===== src/rtl/tc_pl_cap_spi_pkg.sv =====
// Shared types and default timing for the gain-ADC SPI transmitter.
// Holds the FSM state encoding and the default frame timing constants.
package tc_pl_cap_spi_pkg;

    typedef enum logic [2:0] {
        IDLE,
        SETUP,
        SHIFT,
        HOLD,
        GAP
    } spi_state_t;

    localparam int DEF_SPI0_0   = 8;
    localparam int DEF_CLK_DIV  = 4;
    localparam int DEF_CS_SETUP = 2;
    localparam int DEF_CS_HOLD  = 2;
    localparam int DEF_CS_GAP   = 4;

    function automatic int max3(input int a, input int b, input int c);
        int m;
        m = (a > b) ? a : b;
        return (m > c) ? m : c;
    endfunction

endpackage


===== src/rtl/tc_pl_cap_gain_spi_tx_if.sv =====
// Byte-stream handshake between the gain control path (master) and the
// SPI transmitter (slave).
interface tc_pl_cap_gain_spi_tx_if
    import tc_pl_cap_spi_pkg::*;
#(
    parameter int SPI0_0 = DEF_SPI0_0
);
    logic              stx_idle;
    logic              stx_dreq;
    logic              stx_valid;
    logic [SPI0_0-1:0] stx_data;

    modport master (
        input  stx_idle,
        input  stx_dreq,
        output stx_valid,
        output stx_data
    );

    modport slave (
        output stx_idle,
        output stx_dreq,
        input  stx_valid,
        input  stx_data
    );
endinterface


===== src/rtl/tc_pl_cap_spi_clkgen.sv =====
// SCLK generator: toggles sclk every CLK_DIV enabled cycles, starting low,
// and flags the cycle on which the next rise or fall takes effect.
module tc_pl_cap_spi_clkgen #(
    parameter int CLK_DIV = 4
) (
    input  logic clk,
    input  logic rst,
    input  logic en,
    output logic sclk,
    output logic sclk_rise,
    output logic sclk_fall
);

    localparam int CW = $clog2(CLK_DIV + 1);

    logic [CW-1:0] cnt;
    logic          tick;

    assign tick      = en && (cnt == CW'(CLK_DIV - 1));
    assign sclk_rise = tick && !sclk;
    assign sclk_fall = tick && sclk;

    // NOTE: registered state is always written with <= so every flop samples pre-edge values.
    always_ff @(posedge clk) begin
        if (!rst || !en) begin
            cnt  <= '0;
            sclk <= 1'b0;
        end else if (tick) begin
            cnt  <= '0;
            sclk <= ~sclk;
        end else begin
            cnt  <= cnt + 1'b1;
        end
    end

endmodule


===== src/rtl/tc_pl_cap_gain_spi_tx.sv =====
// Write-only SPI mode-0 transmitter: frames a burst of bytes under one csn
// assertion, double-buffered through a single holding register.
module tc_pl_cap_gain_spi_tx
    import tc_pl_cap_spi_pkg::*;
#(
    parameter int SPI0_0   = DEF_SPI0_0,
    parameter int CLK_DIV  = DEF_CLK_DIV,
    parameter int CS_SETUP = DEF_CS_SETUP,
    parameter int CS_HOLD  = DEF_CS_HOLD,
    parameter int CS_GAP   = DEF_CS_GAP
) (
    input  logic                    clk,
    input  logic                    rst,
    tc_pl_cap_gain_spi_tx_if.slave  stx,
    output logic                    spi_csn,
    output logic                    spi_sclk,
    output logic                    spi_mosi
);

    localparam int TW = $clog2(max3(CS_SETUP, CS_HOLD, CS_GAP) + 1);
    localparam int BW = $clog2(SPI0_0);

    spi_state_t        state, state_nxt;
    logic [TW-1:0]     tmr;
    logic [BW-1:0]     bit_cnt;
    logic [SPI0_0-1:0] shreg;
    logic [SPI0_0-1:0] nbuf;
    logic [SPI0_0-1:0] nxt_byte;
    logic              nbuf_vld;
    logic              csn_q, idle_q, dreq_q;
    logic              sclk_fall, sclk_rise_unused;
    logic              start, byte_end, reload, buf_take, shift_bit;

    tc_pl_cap_spi_clkgen #(
        .CLK_DIV (CLK_DIV)
    ) u_clkgen (
        .clk       (clk),
        .rst       (rst),
        .en        (state == SHIFT),
        .sclk      (spi_sclk),
        .sclk_rise (sclk_rise_unused),
        .sclk_fall (sclk_fall)
    );

    // A byte ends on its last falling edge; the next byte (buffered or
    // arriving that very cycle) is loaded there so sclk runs without a gap.
    assign start     = (state == IDLE) && stx.stx_valid;
    assign byte_end  = (state == SHIFT) && sclk_fall && (bit_cnt == BW'(SPI0_0 - 1));
    assign reload    = byte_end && (nbuf_vld || stx.stx_valid);
    assign shift_bit = (state == SHIFT) && sclk_fall;
    assign nxt_byte  = nbuf_vld ? nbuf : stx.stx_data;
    assign buf_take  = stx.stx_valid && !nbuf_vld &&
                       ((state == SETUP) || ((state == SHIFT) && !byte_end));

    always_ff @(posedge clk) begin
        if (!rst) state <= IDLE;
        else      state <= state_nxt;
    end

    // NOTE: state_nxt is defaulted first so no path through the case infers a latch.
    always_comb begin
        state_nxt = state;
        case (state)
            IDLE:    if (stx.stx_valid)               state_nxt = SETUP;
            SETUP:   if (tmr == TW'(CS_SETUP - 1))    state_nxt = SHIFT;
            SHIFT:   if (byte_end && !reload)         state_nxt = HOLD;
            HOLD:    if (tmr == TW'(CS_HOLD - 1))     state_nxt = GAP;
            GAP:     if (tmr == TW'(CS_GAP - 1))      state_nxt = IDLE;
            default:                                  state_nxt = IDLE;
        endcase
    end

    always_ff @(posedge clk) begin
        if (!rst) begin
            tmr      <= '0;
            bit_cnt  <= '0;
            nbuf_vld <= 1'b0;
            shreg    <= '0;
            csn_q    <= 1'b1;
            idle_q   <= 1'b1;
            dreq_q   <= 1'b0;
        end else begin
            if (state_nxt != state || state == IDLE || state == SHIFT) tmr <= '0;
            else                                                       tmr <= tmr + 1'b1;

            if (state != SHIFT)  bit_cnt <= '0;
            else if (byte_end)   bit_cnt <= '0;
            else if (sclk_fall)  bit_cnt <= bit_cnt + 1'b1;

            if (byte_end && nbuf_vld) nbuf_vld <= 1'b0;
            else if (buf_take)        nbuf_vld <= 1'b1;

            // The final shift of an unreloaded byte leaves shreg zero, idling mosi low.
            if (start)          shreg <= stx.stx_data;
            else if (reload)    shreg <= nxt_byte;
            else if (shift_bit) shreg <= {shreg[SPI0_0-2:0], 1'b0};

            if (start)                                  csn_q <= 1'b0;
            else if (state == HOLD && state_nxt == GAP) csn_q <= 1'b1;

            if (start)                                   idle_q <= 1'b0;
            else if (state == GAP && state_nxt == IDLE)  idle_q <= 1'b1;

            dreq_q <= start || reload;
        end
    end

    // NOTE: the holding buffer has no reset; nbuf_vld gates every read of it.
    always_ff @(posedge clk) begin
        if (buf_take) nbuf <= stx.stx_data;
    end

    assign spi_csn      = csn_q;
    assign spi_mosi     = shreg[SPI0_0-1];
    assign stx.stx_idle = idle_q;
    assign stx.stx_dreq = dreq_q;

endmodule


===== src/flat_wrapper.sv =====
// flat-port wrapper written by rule: the top's interface ports become plain ports
module tc_pl_cap_gain_spi_tx_flat import tc_pl_cap_spi_pkg::*;
#(
    parameter int SPI0_0   = DEF_SPI0_0,
    parameter int CLK_DIV  = DEF_CLK_DIV,
    parameter int CS_SETUP = DEF_CS_SETUP,
    parameter int CS_HOLD  = DEF_CS_HOLD,
    parameter int CS_GAP   = DEF_CS_GAP
)
  (clk, rst, spi_csn, spi_sclk, spi_mosi, stx_stx_idle, stx_stx_dreq, stx_stx_valid, stx_stx_data);
  tc_pl_cap_gain_spi_tx_if #(.SPI0_0(SPI0_0)) stx_i ();
  input  logic clk;
  input  logic rst;
  output logic spi_csn;
  output logic spi_sclk;
  output logic spi_mosi;
  output wire logic [$bits(stx_i.stx_idle)-1:0] stx_stx_idle;
  output wire logic [$bits(stx_i.stx_dreq)-1:0] stx_stx_dreq;
  input wire logic [$bits(stx_i.stx_valid)-1:0] stx_stx_valid;
  input wire logic [$bits(stx_i.stx_data)-1:0] stx_stx_data;
  assign stx_stx_idle = stx_i.stx_idle;
  assign stx_stx_dreq = stx_i.stx_dreq;
  assign stx_i.stx_valid = stx_stx_valid;
  assign stx_i.stx_data = stx_stx_data;
  tc_pl_cap_gain_spi_tx #(.SPI0_0(SPI0_0), .CLK_DIV(CLK_DIV), .CS_SETUP(CS_SETUP), .CS_HOLD(CS_HOLD), .CS_GAP(CS_GAP)) u_core (.clk(clk), .rst(rst), .stx(stx_i), .spi_csn(spi_csn), .spi_sclk(spi_sclk), .spi_mosi(spi_mosi));
endmodule

===== config.mk =====
export PLATFORM = sky130hd
export DESIGN_NAME = tc_pl_cap_gain_spi_tx_flat
export DESIGN_NICKNAME = d
export VERILOG_FILES = /design/src/rtl/tc_pl_cap_spi_pkg.sv /design/src/rtl/tc_pl_cap_gain_spi_tx_if.sv /design/src/rtl/tc_pl_cap_spi_clkgen.sv /design/src/rtl/tc_pl_cap_gain_spi_tx.sv /design/src/flat_wrapper.sv
export SDC_FILE = /design/constraint.sdc
export NUM_CORES = 1
export LEC_CHECK = 0
export BUFFER_PORTS_ARGS = -buffer_cell sky130_fd_sc_hd__buf_2
export CORE_AREA = 8 8 81 83
export DETAILED_ROUTE_END_ITERATION = 16
export DIE_AREA = 0 0 89 91
export GPL_TIMING_DRIVEN = 0
export PLACE_DENSITY = 0.53
export RECOVER_POWER = 25
export SLEW_MARGIN = 25
export SYNTH_ARGS = -nofsm -noshare
export SYNTH_HDL_FRONTEND = slang
export SYNTH_HIERARCHICAL = 1
export SYNTH_SLANG_ARGS = --single-unit

===== constraint.sdc =====
create_clock -name clk -period 3.83 [get_ports clk]
set_input_delay 0.5745 -clock clk [delete_from_list [all_inputs] [get_ports clk]]
set_output_delay 0.5745 -clock clk [all_outputs]
set_load 0.02 [all_outputs]

==> metrics, run 1 <==
status=completed; Final Cell Area=1760 um^2; initial antenna violation count=0; CP arrival=2730 ps; # H-tree levels=2; Hold Path Stages=1; Max-Cap Viols=0; R2R cell count=10; Post-Layout Cell Count=246; cts bufs inserted=5; Die ar.=8100 um^2; final worst-path cycle share=0.700; iteration count of the initial detailed-routing pass=4; Finished Core Util=0.329; # Post-CTS Setup Buffers=0; Hold Path Sink=u_core/u_clkgen/cnt[0]$_SDFF_PP0_; first-pass GRT wire length=5500 um; number of vias per cell=4.54; vias in the first global route=1194; placed cell area=1690 um^2; core area=5340 um^2; Antenna Cells=0; R2R Path End=u_core/nbuf[1]$_DFFE_PP_; fin nets=191; mean routed wirelength per cell=12.4 um; PnR worst setup slack=1150 ps; Least-Margin Pin Slew=527 ps; Fmax=373 MHz; via count=1116; clk slew on worst S/H paths=70 ps; Setup CP Type=flop to flop; worst hold margin=431 ps; P&R area growth vs syn=16.5%; min-delay src=u_core/u_clkgen/cnt[0]$_SDFF_PP0_; Place WS=1190 ps; RSZ-0062 raised after global routing=no; total power per unit cell area=399 nW/um^2; Power, Total=0.701 mW; worst skew pair latency=280 ps; worst-path fanout max=8; leak pwr=0.640 nW; Post-Place Cells=238; largest net degree at the start of global routing=12; Max Root-Sink Buffers=2; Setup crit end kind=flop; required time of the critical path=3880 ps; Setup TNS Final=0 ps; Rows=27; DRC viols=0; GRT Total Usage=0.0855; peak supply drop=0.195 mV; share of layout cells above drive strength 1=0.167; CTS tree=built; Die Y=91 um; Final Hold Vio Count=0; filler cell count=588; routability cong.=0.720; Port Buffers=15; Hold Path Class=flop to flop; clock sink total=33; Root Driver=clkbuf_8; flop-to-flop setup slack=1150 ps; grt total ovfl=0; Slew Limit Fails=0; worst reg2reg startpoint=u_core/state[1]$_SDFF_PN0_; Tmin final=2680 ps; number of placed I/O pins=16; Initial Utilization=0.283; # resized after CTS=0; Setup crit start kind=flop; synth warn=6; Max-slew headroom=0.648; Net Count, Synth=168; synthesized area per cell=10.1 um^2; DRT antenna net count=0; drt initial violations=50; Synth Instances=150; Mapped Area=1510 um^2; CTS Hold Buffers Added=0; HPWL Detailed=2210 um; Final Skew=3.94 ps; die width=89 um; Detailed Route WL=3050 um; Final setup viols=0
[where the power goes]
part | internal [mW] | leakage (nW) | switching (mW) | total, mW
Sequential | 0.374 | 0.277 | 0.00717 | 0.381
Clock | 0.125 | 0.0439 | 0.126 | 0.251
Combinational | 0.0284 | 0.319 | 0.0404 | 0.0688
[sequential cells by signal, summed over array words and instances (netlist names)]
name and cells:
u_core/tmr 3, u_core/spi_csn 1, u_core/u_clkgen/sclk 1, u_core/u_clkgen/cnt 3, u_core/bit_cnt 3, u_core/nbuf_vld 1
u_core/shreg 8, u_core/state 3, u_core/stx.stx_idle 1, u_core/stx.stx_dreq 1, u_core/nbuf 8
[routing by layer]
| metal | vias up | wire length (um) | track usage |
|---|---|---|---|
| li1 | 591 | - | - |
| met1 | 504 | 1520 | 0.104 |
| met2 | 15 | 1330 | 0.132 |
| met3 | 6 | 145 | 0.0324 |
| met4 | 0 | 51 | 0.0333 |
| met5 | - | 0 | 0 |
[critical path, cell delays in order, from the launching register on]
cell and delay (ps):
dfxtp_1 310, clkbuf_1 310, or2b_1 290, nor2_1 180
and3_2 290, nor4bb_1 290, buf_4 210, nand2_1 110
a21oi_1 180, nor4b_2 110, buf_4 170
[worst max path at each step]
stage,to,startpoint,depth (start not counted)
CTS,u_core/nbuf[1]$_DFFE_PP_,u_core/u_clkgen/cnt[0]$_SDFF_PP0_,9
finish,u_core/nbuf[1]$_DFFE_PP_,u_core/state[1]$_SDFF_PN0_,10
global placement,u_core/nbuf[4]$_DFFE_PP_,u_core/u_clkgen/cnt[0]$_SDFF_PP0_,8
global route,u_core/nbuf[1]$_DFFE_PP_,u_core/state[1]$_SDFF_PN0_,10
detailed placement,u_core/nbuf[4]$_DFFE_PP_,u_core/u_clkgen/cnt[0]$_SDFF_PP0_,9
floorplan,u_core/nbuf[0]$_DFFE_PP_,u_core/u_clkgen/cnt[0]$_SDFF_PP0_,8
[cells in the final DEF (no fill, tap or decap), types with 2 or more instances in the layout]
cell	instances
buf_2	12
edfxtp_1	8
clkinv_2	2
nor3_1	3
o22ai_1	7
nand3_1	2
nand2_1	10
nor2b_1	2
o21a_1	3
buf_4	2
a221o_1	6
and3_1	2
nor3b_1	2
clkbuf_1	9
a21oi_1	3
o21ai_0	10
mux2i_1	3
dfxtp_1	25
inv_1	6
xnor2_1	2
clkbuf_8	5
nor2_1	20
ha_1	7
[cell type report]
| class | instances | area [um^2] | share of cell area |
|---|---|---|---|
| Buffer | 8 | 46.3 | 0.0263 |
| Sequential cell | 33 | 741 | 0.421 |
| Timing Repair Buffer | 16 | 73.8 | 0.0420 |
| Tap cell | 72 | 90.1 | 0.0512 |
| Clock buffer | 5 | 68.8 | 0.0391 |
| Clock inverter | 3 | 17.5 | 0.00996 |
| Multi-Input combinational cell | 103 | 698 | 0.397 |
| Inverter | 6 | 22.5 | 0.0128 |
Power figures use the tool's default switching activity.
==> run 2: changes to the inputs <==
==> constraint.sdc (replaced) <==
create_clock -name clk -period 2.6 [get_ports clk]
set_input_delay 0.39 -clock clk [delete_from_list [all_inputs] [get_ports clk]]
set_output_delay 0.39 -clock clk [all_outputs]
set_load 0.02 [all_outputs]
==> metrics, run 2 (same netlist as run 1, synthesis figures left out) <==
Comb power frac=0.085 (-0.013); via count=1124 (+0.72%); Final Skew=5.51 ps (+1.58 ps); HPWL Detailed=2150 um (-2.8%); flop-to-flop setup slack=200 ps (-950 ps); most frequent cells in the layout=dfxtp_1 (25), nor2_1 (19), buf_2 (11); drt initial violations=49 (-2.0%); largest net degree at the start of global routing=12 (unchanged); Finished Core Util=0.343 (+0.0141); number of placed I/O pins=16 (unchanged); P&R area growth vs syn=21.5%; leak pwr=0.669 nW (+4.6%); required time of the critical path=2650 ps (-1230 ps); vias in the first global route=1164 (-2.5%); Post-Layout Cell Count=246 (unchanged); core area=5340 um^2 (unchanged); met2 GRT Util=0.123 (-0.00866); R2R Path End=u_core/nbuf[2]$_DFFE_PP_; Rows=27 (unchanged); Post-Place Cells=237 (-0.42%); mean routed wirelength per cell=12.2 um (-1.8%); Clk pwr share=0.463 (+0.104); Setup crit end kind=flop; share of layout cells above drive strength 1=0.184 (+0.0172); GRT Total Usage=0.0829 (-0.00263); cts bufs inserted=5 (unchanged); min-delay src=stx_stx_data[7]; cells along the critical path=buf_6 -> or2b_1 -> nor2_2 -> and3_2 -> nor4bb_2 -> buf_4 -> nand2_1 -> a21oi_2 -> nor4b_4 -> buf_4; DRC viols=0 (unchanged); Sequential Power Share=0.452 (-0.091); number of vias per cell=4.57 (+0.72%); Hold Path Sink=u_core/nbuf[7]$_DFFE_PP_; Switch Pwr=0.265 mW (+53%); Tmin final=2400 ps (-277 ps); Setup CP Type=flop to flop; worst skew pair latency=290 ps (about the same); initial antenna violation count=0 (unchanged); Final setup viols=0 (unchanged); Hold Path Class=input pin to flop; worst reg2reg startpoint=u_core/state[1]$_SDFF_PN0_; Hold Path Stages=1 (unchanged); die width=89 um (unchanged); worst-path fanout max=8 (unchanged); grt total ovfl=0 (unchanged); slowest stage delay, CP=320 ps (about the same); first-pass GRT wire length=5220 um (-5.0%); DRT antenna net count=0 (unchanged); Max-Cap Viols=0 (unchanged); CTS Hold Buffers Added=0 (unchanged); Slew Limit Fails=0 (unchanged); Antenna Cells=0 (unchanged); Die ar.=8100 um^2 (unchanged); CP arrival=2450 ps (-280 ps); peak supply drop=0.357 mV (+83%); Fmax=416 MHz (+12%); met1 Use GR=0.0981 (-0.00601); Detailed Route WL=3000 um (-1.8%); clk slew on worst S/H paths=70 ps (about the same); biggest regs=u_core/nbuf x8, u_core/shreg x8; filler cell count=572 (-2.7%); Port Buffers=15 (unchanged); Final Hold Vio Count=0 (unchanged); Int Pwr=0.975 mW (+85%); Initial Utilization=0.283 (unchanged); R2R cell count=10 (unchanged); Net Sw Frac=0.214 (-0.0341); Setup crit start kind=flop; final worst-path cycle share=0.924 (+0.225); Die Y=91 um (unchanged); clock sink total=33 (unchanged); total power per unit cell area=677 nW/um^2 (+70%); Least-Margin Pin Slew=560 ps (+33.5 ps); routability cong.=0.714 (-0.79%); RSZ-0062 raised after global routing=no; grt peak-use layer=met2; Max-slew headroom=0.625 (-0.0230); commonest non-fill, non-tap cell in the layout=dfxtp_1; GR Util met3=0.0288 (-0.00360); iteration count of the initial detailed-routing pass=4 (unchanged); Setup TNS Final=0 ps (unchanged); fin nets=191 (unchanged); status=completed; Max Root-Sink Buffers=2 (unchanged); CP most frequent cell=buf_4; CTS tree=built; # H-tree levels=2 (unchanged); Critical-path top delay cell=dfxtp_1; Root Driver=clkbuf_8
==> run 2: changes by cell type in the layout (fill, tap and decap cells not counted), sizes merged <==
cell	change
clkinv	-1
clkinvlp	-1
bufinv	+2
==> run 2: what timing repair did <==
| item | CTS | global route |
|---|---|---|
| hold endpoints to repair | 0 | 0 |
| endpoints found under the setup margin | 8 | 8 |
| buffers inserted | 0 | 1 |
| gates resized for setup | 1 | 3 |
| pin swaps | 0 | 1 |
==> run 2: worst max-delay path, delay by kind of cell (launching register included) <==
kind                   cells  cell delay [ps]
buffers and inverters      3              520
DFF                        1              320
and+or+nand+nor            6             1140
AOI/OAI and AO/OA          1              190
==> run 2: power groups by stage <==
stage | Sequential, mW | Combinational [mW] | Clock (mW)
final | 0.561 | 0.105 | 0.574
after global routing | 0.564 | 0.119 | 0.611
after CTS | 0.561 | 0.106 | 0.592
after detailed placement | 0.573 | 0.103 | 0
after global placement | 0.573 | 0.102 | 0
after floorplan | 0.576 | 0.0653 | 0
==> run 2: cell type report <==
| cell class | instances | area, um^2 | area share |
|---|---|---|---|
| clock inverter | 3 | 65.1 | 0.0355 |
| tap | 72 | 90.1 | 0.0491 |
| inverter | 6 | 22.5 | 0.0123 |
| clock buffer | 5 | 68.8 | 0.0375 |
| sequential | 33 | 741 | 0.404 |
| timing repair buffer | 16 | 73.8 | 0.0403 |
| buffer | 8 | 52.6 | 0.0287 |
| multi-input combinational | 103 | 719 | 0.392 |
==> run 2: how the worst max path moves through the flow <==
stage | startpoint | to | slack, ps | cells after the start
2_1_floorplan | u_core/u_clkgen/cnt[0]$_SDFF_PP0_ | u_core/nbuf[0]$_DFFE_PP_ | 190 | 8
3_3_place_gp | u_core/u_clkgen/cnt[0]$_SDFF_PP0_ | u_core/nbuf[4]$_DFFE_PP_ | -250 | 8
3_5_place_dp | u_core/u_clkgen/cnt[0]$_SDFF_PP0_ | u_core/nbuf[1]$_DFFE_PP_ | -250 | 8
4_1_cts | u_core/u_clkgen/cnt[0]$_SDFF_PP0_ | u_core/nbuf[2]$_DFFE_PP_ | 20 | 8
5_1_grt | u_core/state[1]$_SDFF_PN0_ | u_core/nbuf[2]$_DFFE_PP_ | 30 | 10
6_report | u_core/state[1]$_SDFF_PN0_ | u_core/nbuf[2]$_DFFE_PP_ | 200 | 10
==> run 2: through the flow <==
stage	total power [mW]	setup WS [ps]	area, um^2	hold WS [ps]
global placement	0.675	-253	1680	419
finish	1.24	197	1830	285
detailed placement	0.675	-252	1680	422
global route	1.29	32.0	1830	275
floorplan	0.642	187	1520	404
CTS	1.26	18.7	1820	278
==> run 2: layer usage <==
layer	up-vias	routed length, um
li1	588	-
met1	515	1430
met2	14	1350
met3	7	141
met4	0	78
met5	-	0
